## src/rtl/sevseg_pkg.sv

```systemverilog
// Shared constants, types and helpers for the seven-segment scan capture block.
package sevseg_pkg;

    // Default timing parameters
    localparam int SETTLE_DEF = 16;
    localparam int FRAMES_DEF = 2;

    // Active-low segment patterns, seg[0]=a .. seg[6]=g
    localparam logic [6:0] SEG_0     = 7'h40;
    localparam logic [6:0] SEG_1     = 7'h79;
    localparam logic [6:0] SEG_2     = 7'h24;
    localparam logic [6:0] SEG_3     = 7'h30;
    localparam logic [6:0] SEG_4     = 7'h19;
    localparam logic [6:0] SEG_5     = 7'h12;
    localparam logic [6:0] SEG_6     = 7'h02;
    localparam logic [6:0] SEG_7     = 7'h78;
    localparam logic [6:0] SEG_8     = 7'h00;
    localparam logic [6:0] SEG_9     = 7'h10;
    localparam logic [6:0] SEG_BLANK = 7'h7F;

    // Nibble codes and binary marker
    localparam logic [3:0] DIG_BLANK   = 4'hF;
    localparam logic [3:0] DIG_BAD     = 4'hE;
    localparam logic [6:0] BIN_INVALID = 7'h7F;

    // Digit slot indices (an bit positions)
    localparam logic [1:0] DIG_IDX_SEC_ONES = 2'd0;
    localparam logic [1:0] DIG_IDX_SEC_TENS = 2'd1;
    localparam logic [1:0] DIG_IDX_MIN_ONES = 2'd2;
    localparam logic [1:0] DIG_IDX_MIN_TENS = 2'd3;

    // Classification of the registered digit-enable lines
    typedef enum logic [1:0] {
        AN_IDLE  = 2'd0,
        AN_VALID = 2'd1,
        AN_FAULT = 2'd2
    } an_class_e;

    // Idle when no digit is enabled, fault when more than one is
    function automatic an_class_e an_classify(input logic [3:0] an_v);
        an_class_e cls;
        case (an_v)
            4'b1111: cls = AN_IDLE;
            4'b1110: cls = AN_VALID;
            4'b1101: cls = AN_VALID;
            4'b1011: cls = AN_VALID;
            4'b0111: cls = AN_VALID;
            default: cls = AN_FAULT;
        endcase
        return cls;
    endfunction

    // Slot index of a single active-low enable; only meaningful for AN_VALID
    function automatic logic [1:0] an_index(input logic [3:0] an_v);
        logic [1:0] idx;
        case (an_v)
            4'b1110: idx = DIG_IDX_SEC_ONES;
            4'b1101: idx = DIG_IDX_SEC_TENS;
            4'b1011: idx = DIG_IDX_MIN_ONES;
            4'b0111: idx = DIG_IDX_MIN_TENS;
            default: idx = DIG_IDX_SEC_ONES;
        endcase
        return idx;
    endfunction

    // Two BCD nibbles to binary; non-decimal nibbles yield the invalid marker
    function automatic logic [6:0] pair_to_bin(input logic [3:0] hi, input logic [3:0] lo);
        logic [6:0] val;
        if ((hi <= 4'd9) && (lo <= 4'd9)) begin
            val = ({3'b000, hi} * 7'd10) + {3'b000, lo};
        end else begin
            val = BIN_INVALID;
        end
        return val;
    endfunction

endpackage

```

## src/rtl/sevseg_decode.sv

```systemverilog
// Combinational active-low seven-segment pattern to digit nibble decoder.
module sevseg_decode
    import sevseg_pkg::*;
(
    input  logic [6:0] pattern_i,
    output logic [3:0] nibble_o,
    output logic       illegal_o
);

    // Map each known pattern to its nibble; anything else is flagged illegal
    always_comb begin
        nibble_o  = DIG_BAD;
        illegal_o = 1'b0;
        case (pattern_i)
            SEG_0:     nibble_o = 4'd0;
            SEG_1:     nibble_o = 4'd1;
            SEG_2:     nibble_o = 4'd2;
            SEG_3:     nibble_o = 4'd3;
            SEG_4:     nibble_o = 4'd4;
            SEG_5:     nibble_o = 4'd5;
            SEG_6:     nibble_o = 4'd6;
            SEG_7:     nibble_o = 4'd7;
            SEG_8:     nibble_o = 4'd8;
            SEG_9:     nibble_o = 4'd9;
            SEG_BLANK: nibble_o = DIG_BLANK;
            default: begin
                nibble_o  = DIG_BAD;
                illegal_o = 1'b1;
            end
        endcase
    end

endmodule

```

## src/rtl/sevseg_capture.sv

```systemverilog
// Passive monitor of a 4-digit multiplexed seven-segment scan; rebuilds and
// publishes MM:SS once consecutive complete frames agree.
module sevseg_capture
    import sevseg_pkg::*;
#(
    parameter int SETTLE = SETTLE_DEF,
    parameter int FRAMES = FRAMES_DEF
) (
    input  logic        clk,
    input  logic        reset,
    input  logic [6:0]  seg,
    input  logic [3:0]  an,
    output logic [15:0] digits,
    output logic [6:0]  min,
    output logic [6:0]  sec,
    output logic        upd,
    output logic        err
);

    localparam int CNT_W  = $clog2(SETTLE + 1);
    localparam int FCNT_W = $clog2(FRAMES + 1);

    // Input sample and the sample from the cycle before
    logic [6:0]  seg_q;
    logic [3:0]  an_q;
    logic [6:0]  seg_p_q;
    logic [3:0]  an_p_q;

    // Dwell tracking
    logic [CNT_W-1:0]  dwell_q, dwell_d;
    an_class_e         an_cls_s;
    logic              same_s;
    logic              capture_s;
    logic [1:0]        cap_idx_s;
    logic [3:0]        dec_nib_s;
    logic              dec_bad_s;

    // Frame assembly
    logic [15:0]       buf_q, buf_d;
    logic [3:0]        mask_q, mask_d;
    logic [15:0]       prev_q, prev_d;
    logic [FCNT_W-1:0] fcnt_q, fcnt_d;

    // Published outputs
    logic [15:0] digits_q, digits_d;
    logic [6:0]  min_q, min_d;
    logic [6:0]  sec_q, sec_d;
    logic        upd_q, upd_d;
    logic        err_q, err_d;
    logic        publish_s;

    // Decoder sees the dwelling sample, which is the one the counter refers to
    sevseg_decode u_decode (
        .pattern_i (seg_p_q),
        .nibble_o  (dec_nib_s),
        .illegal_o (dec_bad_s)
    );

    // Register raw bus and keep one cycle of history for the stability compare
    always_ff @(posedge clk or posedge reset) begin
        if (reset) begin
            seg_q   <= SEG_BLANK;
            an_q    <= 4'b1111;
            seg_p_q <= SEG_BLANK;
            an_p_q  <= 4'b1111;
        end else begin
            seg_q   <= seg;
            an_q    <= an;
            seg_p_q <= seg_q;
            an_p_q  <= an_q;
        end
    end

    assign an_cls_s  = an_classify(an_q);
    assign same_s    = (an_q == an_p_q) && (seg_q == seg_p_q);
    assign cap_idx_s = an_index(an_p_q);
    // Counter holds SETTLE-1 for exactly one cycle per dwell because it keeps counting to SETTLE
    assign capture_s = (an_cls_s == AN_VALID) && (dwell_q == CNT_W'(SETTLE - 1));

    // Dwell counter: counts identical valid samples, saturating one above the capture point
    always_comb begin
        dwell_d = {CNT_W{1'b0}};
        if (an_cls_s != AN_VALID) begin
            dwell_d = {CNT_W{1'b0}};
        end else if (!same_s) begin
            dwell_d = {CNT_W{1'b0}};
        end else if (dwell_q == CNT_W'(SETTLE)) begin
            dwell_d = dwell_q;
        end else begin
            dwell_d = dwell_q + CNT_W'(1);
        end
    end

    // Capture into the frame buffer and compare each completed frame with the last one
    always_comb begin
        buf_d  = buf_q;
        mask_d = mask_q;
        prev_d = prev_q;
        fcnt_d = fcnt_q;
        if (capture_s) begin
            buf_d[{cap_idx_s, 2'b00} +: 4] = dec_nib_s;
            mask_d[cap_idx_s]              = 1'b1;
        end else begin
            buf_d  = buf_q;
            mask_d = mask_q;
        end
        if (capture_s && (mask_d == 4'b1111)) begin
            mask_d = 4'b0000;
            if (buf_d == prev_q) begin
                if (fcnt_q == FCNT_W'(FRAMES)) begin
                    fcnt_d = fcnt_q;
                end else begin
                    fcnt_d = fcnt_q + FCNT_W'(1);
                end
            end else begin
                prev_d = buf_d;
                fcnt_d = FCNT_W'(1);
            end
        end else begin
            prev_d = prev_q;
            fcnt_d = fcnt_q;
        end
    end

    // Publish a stable frame only when it differs from what is already shown
    assign publish_s = (fcnt_q == FCNT_W'(FRAMES)) && (prev_q != digits_q);

    // Output next-state: load digits and binary values together with the update pulse
    always_comb begin
        digits_d = digits_q;
        min_d    = min_q;
        sec_d    = sec_q;
        upd_d    = 1'b0;
        if (publish_s) begin
            digits_d = prev_q;
            min_d    = pair_to_bin(prev_q[15:12], prev_q[11:8]);
            sec_d    = pair_to_bin(prev_q[7:4], prev_q[3:0]);
            upd_d    = 1'b1;
        end else begin
            upd_d    = 1'b0;
        end
    end

    // Sticky error: bus fault on the enables or an unknown pattern captured
    always_comb begin
        err_d = err_q;
        if ((an_cls_s == AN_FAULT) || (capture_s && dec_bad_s)) begin
            err_d = 1'b1;
        end else begin
            err_d = err_q;
        end
    end

    // Dwell, frame and publish state registers
    always_ff @(posedge clk or posedge reset) begin
        if (reset) begin
            dwell_q  <= {CNT_W{1'b0}};
            buf_q    <= 16'hFFFF;
            mask_q   <= 4'b0000;
            prev_q   <= 16'hFFFF;
            fcnt_q   <= {FCNT_W{1'b0}};
            digits_q <= 16'hFFFF;
            min_q    <= BIN_INVALID;
            sec_q    <= BIN_INVALID;
            upd_q    <= 1'b0;
            err_q    <= 1'b0;
        end else begin
            dwell_q  <= dwell_d;
            buf_q    <= buf_d;
            mask_q   <= mask_d;
            prev_q   <= prev_d;
            fcnt_q   <= fcnt_d;
            digits_q <= digits_d;
            min_q    <= min_d;
            sec_q    <= sec_d;
            upd_q    <= upd_d;
            err_q    <= err_d;
        end
    end

    assign digits = digits_q;
    assign min    = min_q;
    assign sec    = sec_q;
    assign upd    = upd_q;
    assign err    = err_q;

endmodule

```

## config.mk

```make
export PLATFORM = sky130hd
export DESIGN_NAME = sevseg_capture
export DESIGN_NICKNAME = d
export VERILOG_FILES = /design/src/rtl/sevseg_pkg.sv /design/src/rtl/sevseg_decode.sv /design/src/rtl/sevseg_capture.sv
export SDC_FILE = /design/constraint.sdc
export NUM_CORES = 1
export LEC_CHECK = 0
export CAP_MARGIN = 0
export CORE_ASPECT_RATIO = 1.2
export CORE_UTILIZATION = 41
export CTS_CLUSTER_DIAMETER = 30
export CTS_CLUSTER_SIZE = 30
export DETAILED_ROUTE_END_ITERATION = 12
export GPL_TIMING_DRIVEN = 0
export HOLD_SLACK_MARGIN = 0.08
export SLEW_MARGIN = 25
export SYNTH_ARGS = -nofsm -noshare
export SYNTH_HDL_FRONTEND = slang
export SYNTH_SLANG_ARGS = --single-unit
```

## constraint.sdc

```tcl
create_clock -name clk -period 4.1 [get_ports clk]
set_input_delay 0.82 -clock clk [delete_from_list [all_inputs] [get_ports clk]]
set_output_delay 0.82 -clock clk [all_outputs]
set_load 0.1 [all_outputs]
```

* Word-level counts from Yosys, hierarchy flattened
Index checks and enable logic that the tools add are counted.
Word-level totals: logic and storage cells 94, register bits after elaboration 97, input bits 13, output and inout port bits 32
Cells by class: order comparisons 6, mux-type cells 18, bitwise logic cells 2, equal/unequal tests 31, shift-type cells 2, reduce and logical (&&, ||, !) cells 14, $mul 2, $add $sub $neg 5
Operator list (number):
- 4-bit one-hot mux with 11 select lines | 1
- 4-bit == test (second input constant) | 7
- 7-bit == test (second input constant) | 4
- 7-bit by 5-bit == test with 1-bit output (second input constant) | 3
- 16-bit bitwise mux | 1
- 16-bit == test | 1
- 4-bit less-or-equal comparator (second input constant) | 4
- 16-bit two-way mux | 1
- 16-bit inequality test | 1
- 4-bit by 6-bit variable shift with 16-bit output (first input constant) | 1
- 4-bit by 6-bit indexed part select with 16-bit output | 1
- 5-bit two-way mux | 3
- 7-bit by 4-bit adder with 7-bit output | 2
- 7-bit by 6-bit == test with 1-bit output (second input constant) | 2
- 7-bit two-way mux | 2
- 4-bit by 3-bit multiplier with 6-bit output (second input constant) | 2
- 11-bit OR reduction | 1
- 4-bit by 3-bit == test with 1-bit output (second input constant) | 2
- 1-bit logical AND | 8
- 4-bit two-way mux | 2
- 7-bit by 2-bit == test with 1-bit output (second input constant) | 1
- 7-bit == test | 1
- 7-bit zero test | 1
- 4-bit negation with 6-bit output | 1
- 22 further kinds | 27

* Logic depth before layout (Yosys ltp)
Gate-level depths: netlist of the first run.
depth after elaboration 11, gate-level depth with buffers 14, mapped depth without buffers 13

* By module
From an unflattened synthesis of the first run, not the netlist that was laid out.
Second synthesis, totals: cells, all modules 538, area total of the unflattened synthesis 5542.8 µm²
Modules (own cells, without submodules):
- sevseg_capture | instances 1, cells each 501, area each 5296.3 µm²
- sevseg_decode | instances 1, cells each 37, area each 246.5 µm²

* Worst setup path before layout of the first run
No wires, ideal clock.
kind reg2reg, start point register an_p_q[3], end point register prev_q[0], slack 846 ps, arrival time 3171 ps, path buffers 1, clock period less this slack 3254 ps, cell stages (with the launch flop) 15, setup time 82 ps, cell sequence dfstp_2 -> xnor2_1 -> or2_1 -> inv_2 -> ha_1 -> nand2_1 -> nor3b_1 -> nand3_2 -> o211ai_1 -> xnor2_1 -> nand4_1 -> nand4b_4 -> o21ai_4 -> buf_6 -> mux2_4
On the way: elaborated cells on any way between the ends 21
RTL lines:
- from (decl) | RTL line sevseg_capture.sv:27 | logic [3:0] an_p_q;
- from (signal assigned) | RTL line sevseg_capture.sv:70 | an_p_q <= an_q;
- 4-bit by 3-bit == test with 1-bit output or 4-bit == test (tied branches) | RTL line sevseg_pkg.sv:56 | case (an_v)
- 2-bit one-hot mux with 3 select lines * | RTL line sevseg_pkg.sv:56
- 4-bit negation with 6-bit output * | RTL line sevseg_capture.sv:101 | buf_d[{cap_idx_s, 2'b00} +: 4] = dec_nib_s;
- 4-bit by 6-bit indexed part select with 16-bit output or 4-bit by 6-bit variable shift with 16-bit output (tied branches) | RTL line sevseg_capture.sv:101
- 16-bit bitwise mux * | RTL line sevseg_capture.sv:101
- 16-bit two-way mux * | RTL line sevseg_capture.sv:100 | if (capture_s) begin
- named net buf_d[6] | RTL line sevseg_capture.sv:39 | logic [15:0] buf_q, buf_d;
- 16-bit == test * | RTL line sevseg_capture.sv:109 | if (buf_d == prev_q) begin
- 1-bit NOT (no line) *
- 2-bit AND reduction (no line) *
- to (signal assigned) | RTL line sevseg_capture.sv:171 | prev_q <= prev_d;
- to (decl) | RTL line sevseg_capture.sv:41 | logic [15:0] prev_q, prev_d;
Mark *: on every way through the listed nets, which the timed path passes. The rest lies on a longest branch. A chain may end at the register's enable or synchronous reset.

* Worst setup path in the final report of the first run
start point register an_p_q[1], end point register prev_q[15]
The elaborated chain is that of the path after synthesis.

==> results.json, run 1 <==
{
  "viasPerCell": 5.22,
  "netlist_instances": 481,
  "r2r_cells": 14,
  "cts.sinks": 97,
  "cp-end-kind": "register",
  "synth_edf_count": 0,
  "crit_start": "an_p_q[1]$_DFF_PP1_",
  "first_pass_iters": 4,
  "maxSlewViolCount": 0,
  "clock.fmax_ghz": 0.262,
  "post_cts_buffers": 0,
  "rsz0062_at_grt": "no",
  "crit_path_frequent_cell": "xnor2_1",
  "overflow": 0,
  "crit_required_ps": 4370,
  "cts_resized": 0,
  "cp_cell_sequence": "xnor2_1, or2_1, inv_2, ha_1, nand2_1, nor3b_1, nand3_2, o211ai_1, xnor2_1, nand4_1, nand4b_4, o21ai_4, buf_6, mux2_4",
  "port_buffers": 44,
  "outcome": "completed",
  "drive_above_1_share": 0.264,
  "yosys.area_share.adder": 0.0748,
  "min_path_cells": 0,
  "clock_skew_ps": 10.4,
  "drt-initial-drc-count": 65,
  "slowest_delay_ps": 570,
  "yosys.area.top_type": "dfstp_2",
  "critPathMaxFanout": 10,
  "diodes": 0,
  "synth_top_area_frac": 0.423,
  "io_pins": 45,
  "path_class": "register to register",
  "r2r_slack_ps": 290,
  "synth_seq_cells": 97,
  "yosys.area_share.simple": 0.160,
  "fin_cells": 703,
  "final_common_cell": "dfstp_2",
  "fillers": 1121,
  "area_growth_pct": 18.6,
  "core_um2": 12300,
  "synth_xor_area_frac": 0.0954,
  "initial_utilization": 0.425,
  "startpoint_type": "register",
  "root_buffer": "clkbuf_16",
  "synth_ff_type": "dfstp_2",
  "hpwl_mm": 8.27,
  "ys_types": 69,
  "die-area_um2": 13200,
  "antenna_found_initial": 0,
  "r2r-start": "an_p_q[1]$_DFF_PP1_",
  "numCtsBuffers": 9,
  "rows": 44,
  "cts.reportedPaths.clkPinSlew_ps": 70,
  "cts_tree": "yes",
  "ant_nets": 0,
  "hold_path_end": "an_p_q[2]$_DFF_PP1_",
  "synth_top_family_by_area": "simple AND/OR/NAND/NOR gates",
  "synthArstFlopShare": 1.00,
  "setup_violations": 0,
  "gp_congestion": 0.811,
  "yosys-top-cells-area": "dfstp_2, dfrtp_1, xor2_1, ha_1, nand2_1",
  "relSlewSlack": 0.352,
  "synth_area_um2": 5220,
  "final_cell_mix": "dfstp_2, nand2_1, clkdlybuf4s50_1, o21ai_0, xor2_1",
  "grt_max_degree": 75,
  "clock_tree.buffer_depth": 2,
  "syn_area_per_cell_um2": 10.9,
  "dp_cells": 687,
  "die_height_um": 126,
  "period_share": 0.930,
  "route.vias.total": 3671,
  "power_leakage_nw": 2.61,
  "routed_wl_mm": 10.8,
  "ctsHoldBuffers": 0,
  "fp.dieW_um": 105,
  "drc": 0,
  "min_path_type": "register to register",
  "synth_compound_area_frac": 0.115,
  "syn-num-nets": 522,
  "worst_ep_arrival_time_ps": 4080,
  "grt_pass1_vias": 3683,
  "min_from": "an_q[2]$_DFF_PP1_",
  "grt.total_usage": 0.177,
  "yosysWarningCount": 0,
  "h-tree-depth": 3,
  "r2r-end": "prev_q[15]$_DFFE_PP1P_",
  "synthMuxAreaShare": 0.0372,
  "seq_area_frac_synth": 0.485,
  "period_needed_ps": 3810,
  "ir_drop_mv": 0.164,
  "maxCapViolCount": 0,
  "final_nets": 578,
  "hold_viol": 0,
  "power.density_nw_per_um2": 311,
  "power.total_mw": 1.93,
  "grt_pass1_wl_mm": 18.2,
  "wire_per_inst_um": 15.4,
  "worst_pin_slew_ps": 969,
  "slowest_stage": "dfstp_2",
  "worstSkewPairLatency_ps": 340
}
-- synthesized netlist by cell type, drive strengths merged (2+ instances only) --
cell	n
o2bb2ai	4
or2	3
a41oi	2
nor4b	3
dfstp	84
a211oi	3
nor3b	3
a21o	3
mux2	13
a21oi	13
o211ai	5
buf	10
ha	24
nand3	13
o211a	2
and4b	2
dfrtp	13
xor2	35
nor2b	2
o21ai	40
nor3	9
or3	6
nand4b	3
nand2	72
nand4	4
o21a	2
nor4	8
fa	4
o22ai	2
inv	19
nor2	25
a22o	5
xnor2	21
and3	4
clkbuf	8
-- layout make-up --
class	count	area [um2]	share of cell area
Sequential cell	97	2530	0.409
Multi-Input combinational cell	347	2520	0.407
Timing Repair Buffer	45	468	0.0756
Clock buffer	10	229	0.0370
Tap cell	161	201	0.0325
Buffer	18	97.6	0.0158
Inverter	19	76.3	0.0123
Clock inverter	6	68.8	0.0111
-- worst max path at each step --
| stage | to | cells past startpoint | slack, ps |
|---|---|---|---|
| 6_report | prev_q[15]$_DFFE_PP1P_ | 14 | 290 |
| 4_1_cts | prev_q[15]$_DFFE_PP1P_ | 14 | 250 |
| 3_3_place_gp | upd$_DFF_PP0_ | 2 | -600 |
| 2_1_floorplan | prev_q[0]$_DFFE_PP1P_ | 14 | 850 |
| 5_1_grt | prev_q[11]$_DFFE_PP1P_ | 14 | 20 |
| 3_5_place_dp | prev_q[0]$_DFFE_PP1P_ | 14 | 250 |
-- per-stage QoR --
step / area [um2] / utilization / worst slack, ps / TNS [ps] / hold WS (ps)
3_5_place_dp: 5890 / 0.480 / 252 / 0 / 358
4_1_cts: 6190 / 0.504 / 246 / 0 / 364
2_1_floorplan: 5220 / - / 846 / 0 / 354
3_3_place_gp: 5860 / 0.477 / -603 / -7820 / 355
6_report: 6190 / 0.504 / 286 / 0 / 362
5_1_grt: 6190 / 0.504 / 16.7 / 0 / 372
-- sequential cells by signal, summed over array words and instances (netlist names) --
name	cells
sec	7
seg_p_q	7
an_q	4
fcnt_q	2
buf_q	16
digits	16
err	1
upd	1
min	7
an_p_q	4
mask_q	4
seg_q	7
prev_q	16
dwell_q	5
-- routing by layer --
metal  share of wire  track usage
met4           0.018       0.0663
met5               0            0
met2            0.54        0.328
met1            0.43        0.207
met3           0.020       0.0209
-- worst max-delay path, delay by kind of cell (launching register included) --
| kind | cells | cell delay [ps] |
|---|---|---|
| AOI/OAI and AO/OA | 2 | 650 |
| xor gates and xnor gates | 2 | 260 |
| buffers and inverters | 2 | 420 |
| and+or+nand+nor | 6 | 1320 |
| muxes | 1 | 310 |
| adders and majority gates | 1 | 210 |
| DFF | 1 | 570 |
-- where the power goes --
part           leakage, nW  internal, mW  total (mW)  switching [mW]
clock network        0.139         0.476       0.843           0.367
registers             1.05         0.980       0.989         0.00911
logic                 1.42        0.0379      0.0955          0.0576
-- kinds of logic after synthesis --
family | count (synthesis)
xor+xnor | 56
buf+inv | 37
flops | 97
simple gates | 162
mux | 14
compound gates | 86
fa+ha+maj | 29
Power figures use the tool's default switching activity.
==> run 2, diff against run 1 <==
--- a/config.mk
+++ b/config.mk
@@ -13,7 +13,7 @@
 export DETAILED_ROUTE_END_ITERATION = 12
 export GPL_TIMING_DRIVEN = 0
 export HOLD_SLACK_MARGIN = 0.08
-export SLEW_MARGIN = 25
+export SLEW_MARGIN = 20
 export SYNTH_ARGS = -nofsm -noshare
 export SYNTH_HDL_FRONTEND = slang
 export SYNTH_SLANG_ARGS = --single-unit
==> results of run 2 <==
Same layout as run 1: the final DEF is identical, and so are final timing and power.
==> run 3, diff against run 2 <==
--- a/config.mk
+++ b/config.mk
@@ -7,12 +7,13 @@
 export LEC_CHECK = 0
 export CAP_MARGIN = 0
 export CORE_ASPECT_RATIO = 1.2
-export CORE_UTILIZATION = 41
+export CORE_UTILIZATION = 58
 export CTS_CLUSTER_DIAMETER = 30
 export CTS_CLUSTER_SIZE = 30
 export DETAILED_ROUTE_END_ITERATION = 12
 export GPL_TIMING_DRIVEN = 0
 export HOLD_SLACK_MARGIN = 0.08
+export PLACE_DENSITY = 0.8
 export SLEW_MARGIN = 20
 export SYNTH_ARGS = -nofsm -noshare
 export SYNTH_HDL_FRONTEND = slang
==> constraint.sdc (replaced) <==
create_clock -name clk -period 4.1 [get_ports clk]
set_input_delay 0.82 -clock clk [delete_from_list [all_inputs] [get_ports clk]]
set_output_delay 0.82 -clock clk [all_outputs]
set_load 0.005 [all_outputs]
==> results.json, run 3 (synthesis results as in run 1) <==
{
  "power.density_nw_per_um2": 300,
  "cp_cell_sequence": "xnor2_1, or2_1, inv_2, ha_1, nand2_1, nor4b_2, nand2_1, o2bb2ai_2, xnor2_1, nor4_2, nand4_2, o21ai_4, buf_6, mux2_4",
  "die_height_um": 106,
  "route.vias.total": 3719,
  "drive_above_1_share": 0.264,
  "cts.sinks": 97,
  "grt_max_degree": 56,
  "slowest_delay_ps": 570,
  "ir_drop_mv": 0.253,
  "grt_pass1_wl_mm": 17.6,
  "fin_cells": 659,
  "final.setup.worst_slack_ps": 353,
  "cts_tree": "yes",
  "cts_resized": 0,
  "antenna_found_initial": 0,
  "maxSlewViolCount": 0,
  "viasPerCell": 5.64,
  "hold_viol": 0,
  "period_needed_ps": 3750,
  "rows": 37,
  "rsz0062_at_grt": "no",
  "first_pass_iters": 6,
  "final_common_cell": "dfstp_2",
  "maxCapViolCount": 0,
  "wire_per_inst_um": 16.2,
  "critPathMaxFanout": 10,
  "hpwl_mm": 8.13,
  "outcome": "completed",
  "power.total_mw": 1.82,
  "cp-end-kind": "register",
  "numCtsBuffers": 9,
  "crit_required_ps": 4400,
  "clock.fmax_ghz": 0.267,
  "setup_violations": 0,
  "routed_wl_mm": 10.7,
  "min_path_type": "register to register",
  "io_pins": 45,
  "ant_nets": 0,
  "relSlewSlack": 0.390,
  "core_um2": 8660,
  "initial_utilization": 0.603,
  "drc": 0,
  "fillers": 666,
  "path_class": "register to register",
  "worst_ep_arrival_time_ps": 4050,
  "final_cell_mix": "dfstp_2, nand2_1, clkdlybuf4s50_1, o21ai_0, xor2_1",
  "worst_pin_slew_ps": 902,
  "final_nets": 578,
  "worstSkewPairLatency_ps": 370,
  "h-tree-depth": 3,
  "ctsHoldBuffers": 0,
  "pre_cts_ws_ps": 357,
  "area_growth_pct": 16.5,
  "port_buffers": 44,
  "clock_skew_ps": 15.6,
  "placed_area_um2": 5840,
  "whs_ps": 370,
  "period_share": 0.914,
  "dp_cells": 643,
  "diodes": 0,
  "power_leakage_nw": 2.59,
  "slowest_stage": "dfstp_2",
  "gp_congestion": 0.900,
  "clock_tree.buffer_depth": 2,
  "root_buffer": "clkbuf_8",
  "post_cts_buffers": 0,
  "fp.dieW_um": 88.6,
  "grt.total_usage": 0.249,
  "startpoint_type": "register",
  "die-area_um2": 9380,
  "drt-initial-drc-count": 136,
  "overflow": 0,
  "cts.reportedPaths.clkPinSlew_ps": 100,
  "design_area_um2": 6080,
  "grt_pass1_vias": 3820
}
-- run 3: final timing paths --
kind                                          start                endpoint  slack (ps)  depth (start not counted)
worst max-delay path            an_p_q[3]$_DFF_PP1_   prev_q[1]$_DFFE_PP1P_         350                         14
worst min-delay path              an_q[2]$_DFF_PP1_     an_p_q[2]$_DFF_PP1_         370                          0
worst max register to register  an_p_q[3]$_DFF_PP1_   prev_q[1]$_DFFE_PP1P_         350                         14
worst min register to register    an_q[2]$_DFF_PP1_     an_p_q[2]$_DFF_PP1_         370                          0
max in group asynchronous                     reset      buf_q[7]$_DFF_PP1_        2570                          3
min in group asynchronous                     reset  dwell_q[0]$_DFFE_PP0P_         860                          2
-- run 3: critical path, delay by kind of cell, from the launching register on --
family | cells | cell delay, ps
fa+ha+maj | 1 | 190
mux | 1 | 310
simple gates | 6 | 1470
buf+inv | 2 | 390
flops | 1 | 570
xor+xnor | 2 | 230
compound gates | 2 | 510
-- run 3: final cells by class --
class	count	area, um2	area share
Sequential cell	97	2530	0.416
Multi-Input combinational cell	347	2520	0.414
Timing Repair Buffer	45	468	0.0770
Clock buffer	12	166	0.0274
Tap cell	117	146	0.0241
Buffer	18	97.6	0.0160
Clock inverter	4	77.6	0.0128
Inverter	19	73.8	0.0121
-- run 3: power by group --
| part | total, mW | switching (mW) | internal, mW |
|---|---|---|---|
| clock | 0.737 | 0.335 | 0.402 |
| combinational | 0.0962 | 0.0582 | 0.0380 |
| sequential | 0.989 | 0.00906 | 0.980 |
-- run 3: per-layer routing --
layer  vias to the layer above  GRT usage  routed length [um]
li1                       1772          -                   -
met1                      1812      0.268                4170
met2                       104      0.449                5740
met3                        31     0.0489                 342
met4                         0      0.132                 417
met5                         -          0                   0
-- run 3: stage by stage --
stage                util  TNS [ps]
floorplan               -         0
global placement    0.671     -5600
detailed placement  0.674         0
CTS                 0.702         0
global route        0.702         0
finish              0.702         0
